[src/rtl/weight_fetch_biu_if.sv]
// Weight BIU bus bundle: arbiter request/response channels plus the MAC-array weight buffer write port.
// master = the BIU side, slave = arbiter/buffer side.
interface weight_fetch_biu_if #(
    parameter int ADDR_W = 32,
    parameter int DATA_W = 32
);
    logic              weight_biu2arb_req;
    logic              weight_biu2arb_vld;
    logic [ADDR_W-1:0] weight_biu2arb_addr;
    logic              weight_biu2arb_rdy;
    logic [DATA_W-1:0] arb2weight_biu_data;
    logic              arb2weight_biu_vld;
    logic              arb2weight_biu_rdy;
    logic [ADDR_W-1:0] weight_waddr;
    logic [DATA_W-1:0] weight_wdata;
    logic              weight_wen;
    logic              weight_wrdy;

    modport master (
        output weight_biu2arb_req, weight_biu2arb_vld, weight_biu2arb_addr,
        input  weight_biu2arb_rdy,
        input  arb2weight_biu_data, arb2weight_biu_vld,
        output arb2weight_biu_rdy,
        output weight_waddr, weight_wdata, weight_wen,
        input  weight_wrdy
    );

    modport slave (
        input  weight_biu2arb_req, weight_biu2arb_vld, weight_biu2arb_addr,
        output weight_biu2arb_rdy,
        output arb2weight_biu_data, arb2weight_biu_vld,
        input  arb2weight_biu_rdy,
        input  weight_waddr, weight_wdata, weight_wen,
        output weight_wrdy
    );
endinterface

[src/rtl/weight_fetch_biu.sv]
// Weight fetch BIU: reads one output channel's 3x3 then 1x1 kernel over the arbiter bus and
// streams the returned words into the weight buffer, with an outstanding-request window and abort/drain.
module weight_fetch_biu #(
    parameter int ADDR_W  = 32,
    parameter int DATA_W  = 32,
    parameter int IN_CH   = 16,
    parameter int OCH_W   = 8,
    parameter int MAX_OUT = 4
) (
    input  logic              clk,
    input  logic              rst_n,
    input  logic              weight_start,
    input  logic              weight_abort,
    input  logic [OCH_W-1:0]  weight_och_cnt,
    input  logic [ADDR_W-1:0] weight3_base_addr,
    input  logic [ADDR_W-1:0] weight1_base_addr,
    output logic              weight_busy,
    output logic              weight_done,
    weight_fetch_biu_if.master bus
);
    localparam int N3    = 9 * IN_CH;
    localparam int N1    = IN_CH;
    localparam int B     = DATA_W / 8;
    localparam int CNT_W = $clog2(N3 + 1);

    typedef enum logic [2:0] {IDLE, REQ3, REQ1, WAIT, DRAIN} state_t;

    state_t            state, state_nxt;
    logic [ADDR_W-1:0] addr_q;
    logic [ADDR_W-1:0] base1_q;
    logic [OCH_W-1:0]  och_q;
    logic [CNT_W-1:0]  req_cnt;
    logic [3:0]        outst, outst_nxt;
    logic              wr_ph;
    logic [3:0]        tap_cnt;
    logic [5:0]        ch_cnt;
    logic              done_q;

    logic arb_req, arb_vld, rsp_rdy, wr_state;
    logic req_hs, rsp_hs, wr_en, last_wr, start_ok;

    assign req_hs   = arb_vld & bus.weight_biu2arb_rdy;
    assign rsp_hs   = bus.arb2weight_biu_vld & rsp_rdy;
    assign wr_en    = rsp_hs & wr_state;
    assign last_wr  = wr_en & wr_ph & (ch_cnt == 6'(IN_CH - 1));
    assign start_ok = weight_start & ~weight_abort;

    // Stale responses (after reset or in drain) may arrive with outst==0; hold at zero.
    always_comb begin
        outst_nxt = outst;
        unique case ({req_hs, rsp_hs})
            2'b10:   outst_nxt = outst + 4'd1;
            2'b01:   outst_nxt = (outst == '0) ? '0 : outst - 4'd1;
            default: outst_nxt = outst;
        endcase
    end

    always_ff @(posedge clk or negedge rst_n) begin
        if (!rst_n) state <= IDLE;
        else        state <= state_nxt;
    end

    always_comb begin
        state_nxt = state;
        unique case (state)
            IDLE:  if (start_ok) state_nxt = REQ3;
            REQ3:  if (weight_abort) state_nxt = DRAIN;
                   else if (req_hs && req_cnt == CNT_W'(N3 - 1)) state_nxt = REQ1;
            REQ1:  if (weight_abort) state_nxt = DRAIN;
                   else if (req_hs && req_cnt == CNT_W'(N1 - 1)) state_nxt = WAIT;
            WAIT:  if (weight_abort) state_nxt = DRAIN;
                   else if (last_wr) state_nxt = IDLE;
            DRAIN: if (outst_nxt == '0) state_nxt = IDLE;
            default: state_nxt = IDLE;
        endcase
    end

    always_comb begin
        arb_req  = 1'b0;
        arb_vld  = 1'b0;
        rsp_rdy  = 1'b1;
        wr_state = 1'b0;
        unique case (state)
            REQ3, REQ1: begin
                arb_req  = 1'b1;
                arb_vld  = (outst < 4'(MAX_OUT));
                rsp_rdy  = bus.weight_wrdy;
                wr_state = 1'b1;
            end
            WAIT: begin
                arb_req  = 1'b1;
                rsp_rdy  = bus.weight_wrdy;
                wr_state = 1'b1;
            end
            DRAIN:   arb_req = 1'b1;
            default: ;
        endcase
    end

    always_comb begin
        bus.weight_biu2arb_req  = arb_req;
        bus.weight_biu2arb_vld  = arb_vld;
        bus.weight_biu2arb_addr = addr_q;
        bus.arb2weight_biu_rdy  = rsp_rdy;
        bus.weight_wen          = wr_en;
        bus.weight_wdata        = bus.arb2weight_biu_data;
        bus.weight_waddr                 = '0;
        bus.weight_waddr[ADDR_W-1]       = wr_ph;
        bus.weight_waddr[ADDR_W-2 -: 8]  = 8'(och_q);
        bus.weight_waddr[11:6]           = {2'b00, tap_cnt};
        bus.weight_waddr[5:0]            = ch_cnt;
    end

    assign weight_busy = (state != IDLE);
    assign weight_done = done_q;

    always_ff @(posedge clk or negedge rst_n) begin
        if (!rst_n) begin
            addr_q  <= '0;
            base1_q <= '0;
            och_q   <= '0;
            req_cnt <= '0;
            outst   <= '0;
            wr_ph   <= 1'b0;
            tap_cnt <= '0;
            ch_cnt  <= '0;
            done_q  <= 1'b0;
        end else begin
            outst  <= outst_nxt;
            done_q <= (state == WAIT) && !weight_abort && last_wr;

            unique case (state)
                IDLE: if (start_ok) begin
                    addr_q  <= weight3_base_addr + ADDR_W'(weight_och_cnt) * ADDR_W'(N3 * B);
                    base1_q <= weight1_base_addr;
                    och_q   <= weight_och_cnt;
                    req_cnt <= '0;
                    wr_ph   <= 1'b0;
                    tap_cnt <= '0;
                    ch_cnt  <= '0;
                end
                REQ3: if (req_hs) begin
                    if (req_cnt == CNT_W'(N3 - 1)) begin
                        addr_q  <= base1_q + ADDR_W'(och_q) * ADDR_W'(N1 * B);
                        req_cnt <= '0;
                    end else begin
                        addr_q  <= addr_q + ADDR_W'(B);
                        req_cnt <= req_cnt + 1'b1;
                    end
                end
                REQ1: if (req_hs) begin
                    addr_q  <= addr_q + ADDR_W'(B);
                    req_cnt <= req_cnt + 1'b1;
                end
                default: ;
            endcase

            // tap/ch wrap counters stand in for r/IN_CH and r%IN_CH
            if (wr_en) begin
                if (ch_cnt == 6'(IN_CH - 1)) begin
                    ch_cnt <= '0;
                    if (!wr_ph) begin
                        if (tap_cnt == 4'd8) begin
                            tap_cnt <= '0;
                            wr_ph   <= 1'b1;
                        end else begin
                            tap_cnt <= tap_cnt + 4'd1;
                        end
                    end
                end else begin
                    ch_cnt <= ch_cnt + 6'd1;
                end
            end
        end
    end

    rsp_after_req_a: assert property (@(posedge clk) disable iff (!rst_n)
        !(rsp_hs && outst == '0 && wr_state));

endmodule

[src/flat_wrapper.sv]
// flat-port wrapper written by rule: the top's interface ports become plain ports
module weight_fetch_biu_flat 
#(
    parameter int ADDR_W  = 32,
    parameter int DATA_W  = 32,
    parameter int IN_CH   = 16,
    parameter int OCH_W   = 8,
    parameter int MAX_OUT = 4
)
  (clk, rst_n, weight_start, weight_abort, weight_och_cnt, weight3_base_addr, weight1_base_addr, weight_busy, weight_done, bus_weight_biu2arb_req, bus_weight_biu2arb_vld, bus_weight_biu2arb_addr, bus_weight_biu2arb_rdy, bus_arb2weight_biu_data, bus_arb2weight_biu_vld, bus_arb2weight_biu_rdy, bus_weight_waddr, bus_weight_wdata, bus_weight_wen, bus_weight_wrdy);
  weight_fetch_biu_if #(.ADDR_W(ADDR_W), .DATA_W(DATA_W)) bus_i ();
  input  logic clk;
  input  logic rst_n;
  input  logic weight_start;
  input  logic weight_abort;
  input  logic [OCH_W-1:0] weight_och_cnt;
  input  logic [ADDR_W-1:0] weight3_base_addr;
  input  logic [ADDR_W-1:0] weight1_base_addr;
  output logic weight_busy;
  output logic weight_done;
  output wire logic [$bits(bus_i.weight_biu2arb_req)-1:0] bus_weight_biu2arb_req;
  output wire logic [$bits(bus_i.weight_biu2arb_vld)-1:0] bus_weight_biu2arb_vld;
  output wire logic [$bits(bus_i.weight_biu2arb_addr)-1:0] bus_weight_biu2arb_addr;
  input wire logic [$bits(bus_i.weight_biu2arb_rdy)-1:0] bus_weight_biu2arb_rdy;
  input wire logic [$bits(bus_i.arb2weight_biu_data)-1:0] bus_arb2weight_biu_data;
  input wire logic [$bits(bus_i.arb2weight_biu_vld)-1:0] bus_arb2weight_biu_vld;
  output wire logic [$bits(bus_i.arb2weight_biu_rdy)-1:0] bus_arb2weight_biu_rdy;
  output wire logic [$bits(bus_i.weight_waddr)-1:0] bus_weight_waddr;
  output wire logic [$bits(bus_i.weight_wdata)-1:0] bus_weight_wdata;
  output wire logic [$bits(bus_i.weight_wen)-1:0] bus_weight_wen;
  input wire logic [$bits(bus_i.weight_wrdy)-1:0] bus_weight_wrdy;
  assign bus_weight_biu2arb_req = bus_i.weight_biu2arb_req;
  assign bus_weight_biu2arb_vld = bus_i.weight_biu2arb_vld;
  assign bus_weight_biu2arb_addr = bus_i.weight_biu2arb_addr;
  assign bus_i.weight_biu2arb_rdy = bus_weight_biu2arb_rdy;
  assign bus_i.arb2weight_biu_data = bus_arb2weight_biu_data;
  assign bus_i.arb2weight_biu_vld = bus_arb2weight_biu_vld;
  assign bus_arb2weight_biu_rdy = bus_i.arb2weight_biu_rdy;
  assign bus_weight_waddr = bus_i.weight_waddr;
  assign bus_weight_wdata = bus_i.weight_wdata;
  assign bus_weight_wen = bus_i.weight_wen;
  assign bus_i.weight_wrdy = bus_weight_wrdy;
  weight_fetch_biu #(.ADDR_W(ADDR_W), .DATA_W(DATA_W), .IN_CH(IN_CH), .OCH_W(OCH_W), .MAX_OUT(MAX_OUT)) u_core (.clk(clk), .rst_n(rst_n), .weight_start(weight_start), .weight_abort(weight_abort), .weight_och_cnt(weight_och_cnt), .weight3_base_addr(weight3_base_addr), .weight1_base_addr(weight1_base_addr), .weight_busy(weight_busy), .weight_done(weight_done), .bus(bus_i));
endmodule
[config.mk]
export PLATFORM = sky130hd
export DESIGN_NAME = weight_fetch_biu_flat
export DESIGN_NICKNAME = d
export VERILOG_FILES = /design/src/rtl/weight_fetch_biu_if.sv /design/src/rtl/weight_fetch_biu.sv /design/src/flat_wrapper.sv
export SDC_FILE = /design/constraint.sdc
export NUM_CORES = 1
export LEC_CHECK = 0
export ABC_AREA = 1
export BUFFER_PORTS_ARGS = -buffer_cell sky130_fd_sc_hd__buf_4
export CAP_MARGIN = 40
export CORE_MARGIN = 2
export CORE_UTILIZATION = 55
export CTS_CLUSTER_DIAMETER = 40
export DETAILED_ROUTE_END_ITERATION = 6
export GPL_TIMING_DRIVEN = 0
export HOLD_SLACK_MARGIN = 0.1
export PLACE_DENSITY = 0.83
export SYNTH_ARGS = -nofsm -noshare
export SYNTH_HDL_FRONTEND = slang
export SYNTH_SLANG_ARGS = --single-unit
export TNS_END_PERCENT = 50
[constraint.sdc]
create_clock -name clk -period 2.52 [get_ports clk]
set_input_delay 0.504 -clock clk [delete_from_list [all_inputs] [get_ports clk]]
set_output_delay 0.504 -clock clk [all_outputs]
set_load 0.005 [all_outputs]
==> results.md <==
- Syn Inst Count: ~1.3k
- Post-synthesis simple-gate area fraction: 0.3878
- Outcome: finished, violations left
- Post-synth ARST share: 1.000
- Sink Count: 99
- Worst Hold Class: in2async
- Mean post-synth cell area: between 6 and 7 µm²
- P&R area growth vs syn: 28.52%
- Main combinational cell family by area after synthesis: simple AND/OR/NAND/NOR gates
- Largest net degree at the start of global routing: 58
- Root Buffer: clkbuf_16
- RSZ-0062 raised after global routing: true
- Violated checks: negative setup slack
- Port bufs: roughly 170
- Tmin final: 3.272 ns
- Die X: between 100 and 150 µm
- Post-synth EDFFs: 0
- Crit end category: flip-flop
- Iter 0 DRT Violations: between 900 and 1k
- GRT Total Usage: 0.3452
- CP Data Arrival Time: approximately 3.6 ns
- Sequential area share after synthesis: 0.2924
- Worst Max-Slew Pin Slew: 0.7795 ns
- Rows: 45
- Detail Route Antenna Nets: 0
- P_int: 5.305 mW
- Multi-input gate area: ~5400 µm²
- Total grt overflow: 0
- Detailed Route WL: approximately 29 mm
- Xor/xnor share of the synthesized area: 0.02378
- Worst relative slew slack: 0.4803
- Pwr dens: just over 900 nW/µm²
- Max Freq: between 0.3 and 0.4 GHz
- CTS buffer count: 9
- Area taken by flip-flops and latches: 2477 µm²
- Worst clock skew: between 0.008 and 0.009 ns
- Final setup viols: 20
- Placed inst area: ~10000 µm²
- DP HPWL: roughly 22 mm
- Global-route wire length before repair: 43.88 mm
- Unique masters post-synth: 46
- Post-Syn Area: around 8500 µm²
- Net switching power: 4.810 mW
- Height of the die: 128.1 µm
- Setup slack after layout: -0.7522 ns
- Nets: approximately 1.7k
- Register share of total power: 0.298
- Antenna violations before repair: 0
- Setup CP Type: in2reg
- Clock network power share: 0.150
- Initial core utilization: 0.5594
- # diodes: 0
- CTS tree: done
- Mux cell area share after synthesis: 0
- Synth Warn #: 0
- Die ar.: approximately 16000 µm²
- Peak VDD IR: 0.4256 mV
- Clock input transition at the sequential cells of the worst setup and hold paths: 0.06 ns
- Maxcap violations: 0
- Hold Vio Cnt, Final: 0
- Worst Path Max Fanout: 4
- Gpl congestion: roughly 1
- Clock Latency Late Sink: between 0.3 and 0.4 ns
- Post-route DRC: 0
- Final instance area: 10890 µm²
- Post-Synth Adder-Cell Area: 0.06469
- Place WS: -1.290 ns
- H-tree Lvls: 3
- Vias: 9635
- Final period util: 1.298
- Core area: 15150 µm²
- I/O pin cnt: around 210
- Filler cells: ~1.3k
- FF+latch count, synth: between 90 and 100
- Complex-gate fraction of the synthesized area: 0.1015
- Drt via density: 5.602
- Startpoint Class: input port
- Final max-slew violation count: 0
- CTS max path bufs: 2
- Number of global-route vias before repair: between 8k and 9k
- LEAKAGE: 5.622 nW
- Worst Path Required: roughly 2.8 ns
- Dpl cells: 1696
- Avg WL per Cell: 17.05 µm
- Drt pass-1 iters: 6
- Sw frac: 0.4755
- Combinational power share: 0.552
- Share of cells above drive strength 1: 0.2324
- Final TNS setup: -10.64 ns
- Fin cells: 1720
- Ys flop type: dfrtp_1
==> layer usage <==
metal	vias up	GRT usage	part of all wire
li1	4613	-	-
met4	0	0.1235	0.041
met1	4393	0.4875	0.42
met3	78	0.05718	0.091
met5	-	0	0
met2	551	0.5357	0.45
==> per-stage QoR <==
stage	power, mW	util	hold slack, ns
global placement	8.020	0.6659	0.4684
detailed placement	8.132	0.6677	0.4714
CTS	9.735	0.6997	0.2515
global route	10.81	0.7189	0.2953
floorplan	6.099	-	0.2084
finish	10.11	0.7189	0.2261
==> kinds of logic (layout without fill, tap and decap cells) <==
family                     count (synthesis)  count (layout)
and+or+nand+nor                          772             772
AOI/OAI and AO/OA                        156             156
adders and majority gates                 42              42
DFF                                       99              99
xor gates and xnor gates                  23              23
other                                      1              13
buffers and inverters                    235             427
==> repair_timing <==
| item | in CTS | in global routing |
|---|---|---|
| gates resized for setup | 30 | 55 |
| endpoints found under the setup margin | 19 | 24 |
| hold buffers | 0 | 0 |
| pin swaps | 19 | 18 |
| gates cloned | 0 | 0 |
| buffers inserted | 6 | 4 |
==> Yosys cell counts (3+ instances only) <==
cell	instances	area, µm²
a31oi_1	6	37.54
nor3_2	3	30.03
inv_1	160	600.6
o21bai_1	4	30.03
buf_4	49	367.9
o21ai_0	67	335.3
fa_1	3	60.06
a22oi_1	7	52.55
and3_1	4	25.02
or2_2	6	37.54
nand2_2	6	37.54
clkbuf_1	8	30.03
nand4_1	18	112.6
xor2_1	15	131.4
o21ai_1	6	30.03
xnor2_1	8	70.07
nand3b_1	4	30.03
nand3_1	128	640.6
nor2_1	122	457.9
nor2_4	3	33.78
buf_2	12	60.06
inv_2	3	11.26
a21oi_1	50	250.2
ha_1	39	488.0
o211ai_1	6	45.04
nor3_1	22	110.1
nand2_1	445	1670
dfrtp_1	99	2477
==> critical path: stages <==
cell     delay [ns]
buf_8          0.10
ha_4           0.27
ha_4           0.14
inv_2          0.04
fa_2           0.35
o21ai_2        0.17
nand2_1        0.10
a21oi_2        0.16
xor2_1         0.21
inv_2          0.09
ha_4           0.25
a21oi_1        0.23
o21ai_1        0.16
a21oi_2        0.22
a21oi_2        0.08
xor2_1         0.21
nand2_1        0.18
nand2_1        0.10
==> power groups by stage <==
stage          clock network [mW]  registers (mW)  logic [mW]
2_1_floorplan                   0            2.80        3.30
3_3_place_gp                    0            3.00        5.03
3_5_place_dp                    0            3.00        5.14
4_1_cts                      1.52            2.98        5.23
5_1_grt                      1.59            3.09        6.14
6_report                     1.52            3.01        5.58
==> layout make-up <==
type	instances	area share
plain buffers	71	0.04413
clock buffers	12	0.02356
clock inverters	2	0.005516
inverters	164	0.05654
multi-input cells	1006	0.4952
flip-flops and latches	99	0.2275
well taps	188	0.02160
repair buffers	178	0.1259
==> cells in the final DEF (no fill, tap or decap), drive strengths merged, types with 2 or more instances in the layout <==
cell     netlist  final
o21bai         4      4
conb           1     13
fa             3      3
ha            39     39
inv          163    163
xor2          15     15
buf           63    241
nand3b         4      4
o21ai         73     73
and3           4      4
o211ai         6      6
nor2         126    126
nor3          25     25
nor3b          2      2
a31oi          6      6
clkbuf         8     20
nor4           2      2
or2            7      7
a21oi         50     50
xnor2          8      8
nand3        131    131
o2111ai        2      2
bufinv         0      2
nand2        453    453
a22oi          7      7
dfrtp         99     99
o22ai          2      2
nand4         18     18
==> state kept, by name, summed over array words and instances (netlist names), 3 cells and up <==
register                        flops
u_core.och_q                        8
u_core.ch_cnt                       6
u_core.outst                        4
u_core.base1_q                     32
u_core.bus.weight_biu2arb_addr     32
u_core.req_cnt                      8
u_core.tap_cnt                      4
u_core.state                        3
==> worst paths after layout <==
kind	slack, ns	end	from	cells after the start
worst max-delay path	-0.75	u_core.bus.weight_biu2arb_addr[25]$_DFFE_PN0P_	weight_och_cnt[4]	18
worst min-delay path	0.23	u_core.ch_cnt[5]$_DFFE_PN0P_	rst_n	1
worst max register to register	0.07	u_core.bus.weight_biu2arb_addr[30]$_DFFE_PN0P_	u_core.och_q[0]$_DFFE_PN0P_	14
worst min register to register	0.49	u_core.base1_q[9]$_DFFE_PN0P_	u_core.base1_q[9]$_DFFE_PN0P_	2
max in group asynchronous	1.59	u_core.base1_q[28]$_DFFE_PN0P_	rst_n	2
min in group clk	0.33	u_core.base1_q[15]$_DFFE_PN0P_	weight1_base_addr[15]	3
No activity file was read; power rests on OpenSTA's default activity.
